===== src/rtl/full_adder_gl.sv =====
// rtl/full_adder_gl.sv - gate-level ripple-carry adder with registered sum/carry and valid flag
// Each bit is a primitive AND/OR/XOR full-adder cell; only the output stage is registered.

module full_adder_gl #(
   parameter int WIDTH = 1
) (
   input  logic             clk,
   input  logic             rst,
   input  logic             in_valid,
   input  logic [WIDTH-1:0] a,
   input  logic [WIDTH-1:0] b,
   input  logic             cin,
   output logic [WIDTH-1:0] sum,
   output logic             carry,
   output logic             out_valid
);

   logic [WIDTH-1:0] w_sum;
   logic             w_cout;
   logic [WIDTH-1:0] r_sum;
   logic             r_carry;
   logic             r_valid;

   // Each cell owns its carry nets so the chain is a set of distinct signals, not one self-referencing vector.
   for (genvar i = 0; i < WIDTH; i++) begin : g_bit
      logic w_ci;
      logic w_p;
      logic w_g;
      logic w_t;
      logic w_co;
      logic w_s;

      if (i == 0) begin : g_first
         assign w_ci = cin;
      end else begin : g_rest
         assign w_ci = g_bit[i-1].w_co;
      end

      xor u_p  (w_p,  a[i], b[i]);
      xor u_s  (w_s,  w_p,  w_ci);
      and u_g  (w_g,  a[i], b[i]);
      and u_t  (w_t,  w_ci, w_p);
      or  u_co (w_co, w_g,  w_t);

      assign w_sum[i] = w_s;
   end

   assign w_cout = g_bit[WIDTH-1].w_co;

   always_ff @(posedge clk) begin
      if (rst) begin
         r_sum   <= '0;
         r_carry <= 1'b0;
         r_valid <= 1'b0;
      end else begin
         r_valid <= in_valid;
         if (in_valid) begin
            r_sum   <= w_sum;
            r_carry <= w_cout;
         end
      end
   end

   assign sum       = r_sum;
   assign carry     = r_carry;
   assign out_valid = r_valid;

endmodule


===== config.mk =====
export PLATFORM = sky130hd
export DESIGN_NAME = full_adder_gl
export DESIGN_NICKNAME = d
export VERILOG_FILES = /design/src/rtl/full_adder_gl.sv
export SDC_FILE = /design/constraint.sdc
export NUM_CORES = 1
export LEC_CHECK = 0
export CELL_PAD_IN_SITES_DETAIL_PLACEMENT = 2
export CELL_PAD_IN_SITES_GLOBAL_PLACEMENT = 2
export CORE_AREA = 2 2 39 41
export DETAILED_ROUTE_END_ITERATION = 10
export DIE_AREA = 0 0 41 43
export PLACE_DENSITY_LB_ADDON = 0.1
export SYNTH_ARGS = -nofsm -noshare
export SYNTH_HDL_FRONTEND = slang
export SYNTH_SLANG_ARGS = --single-unit

===== constraint.sdc =====
create_clock -name clk -period 2 [get_ports clk]
set_input_delay 0.5 -clock clk [delete_from_list [all_inputs] [get_ports clk]]
set_output_delay 0.5 -clock clk [all_outputs]
set_load 0.01 [all_outputs]

[Yosys cells after proc, flatten, opt, wreduce, memory -nomap -nowiden]
Index checks and enable logic that the tools add are counted.
Storage, ports and cells
  flip-flop bits (word level): 3
  latch bits: 0
  bits in writable memories: 0
  ROM bits: 0
  output and inout bits: 3
  word-level logic and storage cells: 8
  memories kept: 0
Cells by class
  add/subtract/negate cells: 0
  multipliers: 0
  div/mod/pow operators: 0
  order comparisons: 0
  equal/unequal tests: 0
  shifts and indexed selects: 0
  mux-type cells: 0
  bitwise logic cells: 5
  reductions and logical operators: 0
Operator list (count)
  $and A1 B1 Y1: 2
  $xor A1 B1 Y1: 2
  $or A1 B1 Y1: 1

[Logic depth before layout (Yosys ltp)]
Gate-level depths: netlist of the first run.
  depth after elaboration: 3
  depth in mapped cells: 3
  mapped depth without buffers: 3

[Worst setup path before layout of the first run]
Ideal clock, no wire load.
  path type: input to register
  from: input a
  to: register r_sum, in the netlist sum
  library setup time: 0.114 ns
  data arrival time: 1.121 ns
  required time: 1.886 ns
  setup slack: 0.765 ns
  stages: 3
  path through: fa_1 -> mux2i_1 -> nor2_1
On the way
  cells in the longest elaborated chain, start to end: 2
RTL lines
  start: declaration: RTL line 10  | input logic [WIDTH-1:0] a,
  $xor A1 B1 Y1: RTL line 39  | xor u_p (w_p, a[i], b[i]);
  $xor A1 B1 Y1: RTL line 40  | xor u_s (w_s, w_p, w_ci);
  end signal: assignment: RTL line 58  | r_sum <= w_sum;
  end: declaration: RTL line 20  | logic [WIDTH-1:0] r_sum;
Every way passes these cells.
A chain may end at the register's enable or synchronous reset.

[Worst setup path in the final report of the first run]
  from: register r_carry, in the netlist carry
  to: output carry
RTL lines
  start: declaration: RTL line 21  | logic r_carry;
  start signal: assignment: RTL line 59  | r_carry <= w_cout;
  end: declaration: RTL line 14  | output logic carry,
No word-level cell between the ends.

==> metrics.txt, run 1 <==
Finished Cell Area=240 µm²; Die Wd=41 µm; full die area=0.00176 mm²; Wirelength per Cell=8.78 µm; clock skew=0 ns; critical path's slowest cell=clkdlybuf4s50_1; max-slew violation count=0; Clk Latency, worst-skew pair=0.23 ns; Worst-Margin Slew=0.175 ns; CTS Root Buffer Type=clkbuf_4; Die Y=43 µm; CP Capture Type=output port; Clock Tree Buf Depth=2; IO buf count=8; Synth top area share=52.7%; Critical path buffers and inverters=1; drc violations=0; first-pass GRT wire length=545 µm; fin cells=37; RSZ-0062 raised after global routing=no; Global Route Usage Sum=5.82%; Worst Hold Class=reg -> reg; Sinks on Clock Net=3; Max Used Layer=met4; final count of hold timing violations=0; wl on met1=146 µm; number of cells produced by synthesis=9; Final min period=1.60 ns; critical path cell sequence=clkdlybuf4s50_1; post-synthesis sequential area ratio=52.7%; Layout area overhead=111%; Vias=115; WS Path Type=reg -> out; number of buffers created by CTS=3; crit path max fanout=2; critical path arrival=1.10 ns; Largest stage delay, worst path=0.54 ns; TritonRoute pass-1 iters=1; diodes inserted=0; number of global-route vias before repair=129; crit share post-route=80.2%; Worst slew margin=88.3%; CTS Hold Buffers Added=0; Synth area leaders=dfxtp_1, fa_1, mux2i_1; Post-CTS Setup Inserts=0; post-place setup slack=0.260 ns; GP Congestion=0.582; Nets=29; synth unique cells=5; proportion of layout cells with a drive suffix above 1=14.3%; PD cells=853 mW/mm²; MaxCap Viol Count=0; DR WL met3=27 µm; worst path required time=1.50 ns; H-Tree Depth=1; row cnt=14; Met2 Wirelength=132 µm; DP Cell Count=33; initial antenna violation count=0; core box area=0.00138 mm²; Post-DRT Antenna Nets=0; critical path's top delay family=buffers and inverters; outcome=finished clean; Yosys top cell by area=dfxtp_1; grt ovf=0; Setup crit start kind=register; Mean Syn Cell Area=12.7 µm²; initial core utilization=8.23%; Mapped Area=114 µm²; IO Count=9; yosys warns=0; Reg clk slew, reported paths=0.04 ns; Fmax achieved=624 MHz; r2r setup slk=1.40 ns; post-route setup slack=0.397 ns; Resized cells post-CTS=0; via/cell ratio=3.11; syn nets=16; TritonCTS clock tree=done; drt total wl=325 µm; setup TNS=0 ns; Iter 0 DRT Violations=0; DP Area=214 µm²; Leak=0.0951 nW; IR drop worst, VDD=0.283 mV; Final Setup Violations=0; pin count of the biggest net entering global routing=4; flops & latches, synth=3
-- logic make-up (layout without fill, tap and decap cells) --
group                    count (synthesis)  count (layout)  share of synthesized area, %
AND/OR/NAND/NOR                          3               3                          12.1
adder cells (fa/ha/maj)                  1               1                          17.6
buffers and inverters                    0              12                             0
multiplexers                             2               2                          17.6
flip-flops                               3               3                          52.7
-- per-layer routing --
layer / vias up / GRT usage [%]
met3: 2 / 6.28
met4: 0 / 8.00
met5: - / 0
met1: 53 / 5.47
met2: 8 / 5.31
li1: 52 / -
-- through the flow --
| stage | hold WS, ns | utilization, % | power [W] |
|---|---|---|---|
| final | 0.507 | 17.4 | 0.000205 |
| after global routing | 0.550 | 17.4 | 0.000221 |
| after CTS | 0.517 | 17.4 | 0.000212 |
| after detailed placement | 0.495 | 15.5 | 0.0000996 |
| after global placement | 0.481 | 15.5 | 0.0000995 |
| after floorplan | 0.528 | - | 0.0000767 |
-- state kept, by name (all words and copies together) (netlist names) --
register,cells
sum,1
out_valid,1
carry,1
-- synth_stat cells --
library cell  count
dfxtp_1           3
nor2_1            2
mux2i_1           2
nor2b_1           1
fa_1              1
-- final cells by class --
| cell class | instances | area (µm²) |
|---|---|---|
| sequential | 3 | 60.1 |
| multi-input combinational | 6 | 53.8 |
| clock buffer | 4 | 26.3 |
| timing repair buffer | 8 | 80.1 |
| fill | 169 | 1140 |
| tap | 16 | 20.0 |
-- placed cells by master, fill, tap and decap left out --
cell type        instances
clkdlybuf4s50_1          8
nor2_1                   2
nor2b_1                  1
clkbuf_1                 1
clkbuf_4                 3
mux2i_1                  2
fa_1                     1
dfxtp_1                  3
-- power by group --
| group | leakage (nW) | total [W] | internal (W) | switching (W) |
|---|---|---|---|---|
| logic | 0.0553 | 0.0000312 | 0.0000205 | 0.0000107 |
| clock network | 0.0150 | 0.000107 | 0.0000748 | 0.0000323 |
| registers | 0.0249 | 0.0000666 | 0.0000646 | 0.00000206 |
| total | 0.0951 | 0.000205 | 0.000160 | 0.0000450 |
-- worst paths after layout --
check,start,end,cells past startpoint
setup / recovery,carry,carry,1
hold / removal,sum,sum,2
setup reg to reg,carry,carry,2
hold reg to reg,sum,sum,2
(Power assumes the default switching activity.)
==> inputs of run 2 (changes only) <==
==> constraint.sdc (replaced) <==
create_clock -name clk -period 1.3 [get_ports clk]
set_input_delay 0.325 -clock clk [delete_from_list [all_inputs] [get_ports clk]]
set_output_delay 0.325 -clock clk [all_outputs]
set_load 0.01 [all_outputs]
==> run 2 against run 1 <==
Compared with the run above: die area is the same; core utilization unchanged; via count unchanged; clock skew is the same; first-iteration DRC count stayed put; flip-flop and latch count unchanged; register-to-register slack worse by 0.69 ns; combinational power is 32% higher; setup slack worse by 0.25 ns.
==> metrics.txt, run 2 (same netlist as run 1, synthesis figures left out) <==
critical path's top delay family=flip-flops; via/cell ratio=3.11 (unchanged); Finished Cell Area=240 µm² (unchanged); Largest stage delay, worst path=0.32 ns (-0.22 ns); number of buffers created by CTS=3 (unchanged); pin count of the biggest net entering global routing=4 (unchanged); initial antenna violation count=0 (unchanged); Vias=115 (unchanged); Clock Tree Buf Depth=2 (unchanged); Setup crit start kind=register; number of global-route vias before repair=129 (unchanged); register area=60.1 µm² (unchanged); Reg-to-Reg Start=carry; initial core utilization=8.23% (unchanged); internal power component=0.000239 W (+50%); Reg clk slew, reported paths=0.04 ns (about the same); IO Count=9 (unchanged); drc violations=0 (unchanged); full die area=0.00176 mm² (unchanged); crit path max fanout=2 (unchanged); critical path arrival=0.83 ns (-0.27 ns); Seq pwr share=33.1% (+0.6 points); clock skew=0 ns (unchanged); CTS Hold Buffers Added=0 (unchanged); TritonRoute pass-1 iters=1 (unchanged); outcome=finished clean; Die Wd=41 µm (unchanged); Worst-Margin Slew=0.175 ns (unchanged); Worst Hold Class=reg -> reg; fill cell count=168 (-0.59%); most frequent cells in the layout=dlygate4sd2_1, dfxtp_1, clkbuf_4; DP Area=214 µm² (unchanged); CTS Root Buffer Type=clkbuf_4; IR drop worst, VDD=0.434 mV (+53%); Critical path buffers and inverters=1 (unchanged); final count of hold timing violations=0 (unchanged); grt ovf=0 (unchanged); worst r2r dst=carry; r2r setup slk=0.71 ns (-0.69 ns); Global Route Usage Sum=5.82% (unchanged); worst path required time=0.98 ns (-0.52 ns); CP Capture Point=carry; crit path from=carry; Nets=29 (unchanged); Sinks on Clock Net=3 (unchanged); diodes inserted=0 (unchanged); Iter 0 DRT Violations=0 (unchanged); Wirelength per Cell=8.86 µm (+0.92%); Final Setup Violations=0 (unchanged); Final min period=1.15 ns; MaxCap Viol Count=0 (unchanged); CP Depth=1 (unchanged); Post-CTS Setup Inserts=0 (unchanged); max-slew violation count=0 (unchanged); Leak=0.125 nW (+32%); R2R depth=2 (unchanged); PD cells=1280 mW/mm² (+50%); crit share post-route=88.7%; hold path depth=2 (unchanged); RSZ-0062 raised after global routing=no; CP Capture Type=output port; Clk pwr share=53.4% (+1.1 points); proportion of layout cells with a drive suffix above 1=14.3% (unchanged); Comb power frac=13.4% (-1.8 points); Net Switching=0.0000690 W (+53%); TritonCTS clock tree=done; Post-DRT Antenna Nets=0 (unchanged); critical path cell sequence=dlygate4sd2_1; drt total wl=328 µm (+0.92%); Min Hold Slack=0.502 ns (-0.00512 ns); Switching Fraction=22.4% (+0.40 points); WS Path Type=reg -> out; Multi-input gate area=53.8 µm² (unchanged); core box area=0.00138 mm² (unchanged); critical path's slowest cell=dfxtp_1; Layout area overhead=111% (unchanged); first-pass GRT wire length=545 µm (unchanged); row cnt=14 (unchanged); Die Y=43 µm (unchanged); GP Congestion=0.619 (+6.4%); Fmax achieved=867 MHz; commonest non-fill, non-tap cell in the layout=dlygate4sd2_1; Clk Latency, worst-skew pair=0.23 ns (about the same); Worst slew margin=88.3% (unchanged); IO buf count=8 (unchanged); H-Tree Depth=1 (unchanged)
-- run 2: cell types whose count changed in the layout (fill, tap and decap cells not counted), sizes merged --
cell | previous run | this run
dlymetal6s2s | 0 | 2
dlygate4sd2 | 0 | 4
clkdlybuf4s50 | 8 | 2
-- run 2: how the worst min path moves through the flow --
| stage | to | slack (ns) | startpoint |
|---|---|---|---|
| floorplan | out_valid | 0.40 | rst |
| global placement | sum | 0.48 | sum |
| finish | sum | 0.50 | sum |
| CTS | carry | 0.51 | carry |
| global route | carry | 0.55 | carry |
| detailed placement | sum | 0.49 | sum |
-- run 2: per-stage QoR --
step,setup slack (ns),cells,TNS [ns],total power [W],utilization [%]
after detailed placement,-0.265,33,-0.489,0.000153,15.5
after global placement,-0.258,33,-0.461,0.000153,15.5
after global routing,0.100,37,0,0.000332,17.4
final,0.147,37,0,0.000308,17.4
after CTS,0.00143,37,0,0.000321,17.0
after floorplan,0.240,9,0,0.000118,-
-- run 2: routing by layer --
layer	track usage [%]	wire length, µm
met1	5.47	147
met5	0	0
met3	6.28	27
met2	5.31	133
met4	8.00	19
-- run 2: area by class of cell --
type | instances | share of cell area, %
Clock buffer | 4 | 10.9
Multi-Input combinational cell | 6 | 22.4
Sequential cell | 3 | 25.0
Tap cell | 16 | 8.33
Timing Repair Buffer | 8 | 33.3
-- run 2: what timing repair did --
| item | 4_1_cts | 5_1_grt |
|---|---|---|
| pin swaps | 0 | 1 |
| resized for setup | 4 | 2 |
| endpoints found under the setup margin | 4 | 1 |
-- run 2: power groups by stage --
| stage | sequential [W] | clock [W] | combinational [W] |
|---|---|---|---|
| floorplan | 0.000107 | 0 | 0.0000112 |
| global placement | 0.000103 | 0 | 0.0000497 |
| detailed placement | 0.000103 | 0 | 0.0000498 |
| CTS | 0.000102 | 0.000174 | 0.0000438 |
| global route | 0.000103 | 0.000183 | 0.0000466 |
| finish | 0.000102 | 0.000165 | 0.0000413 |
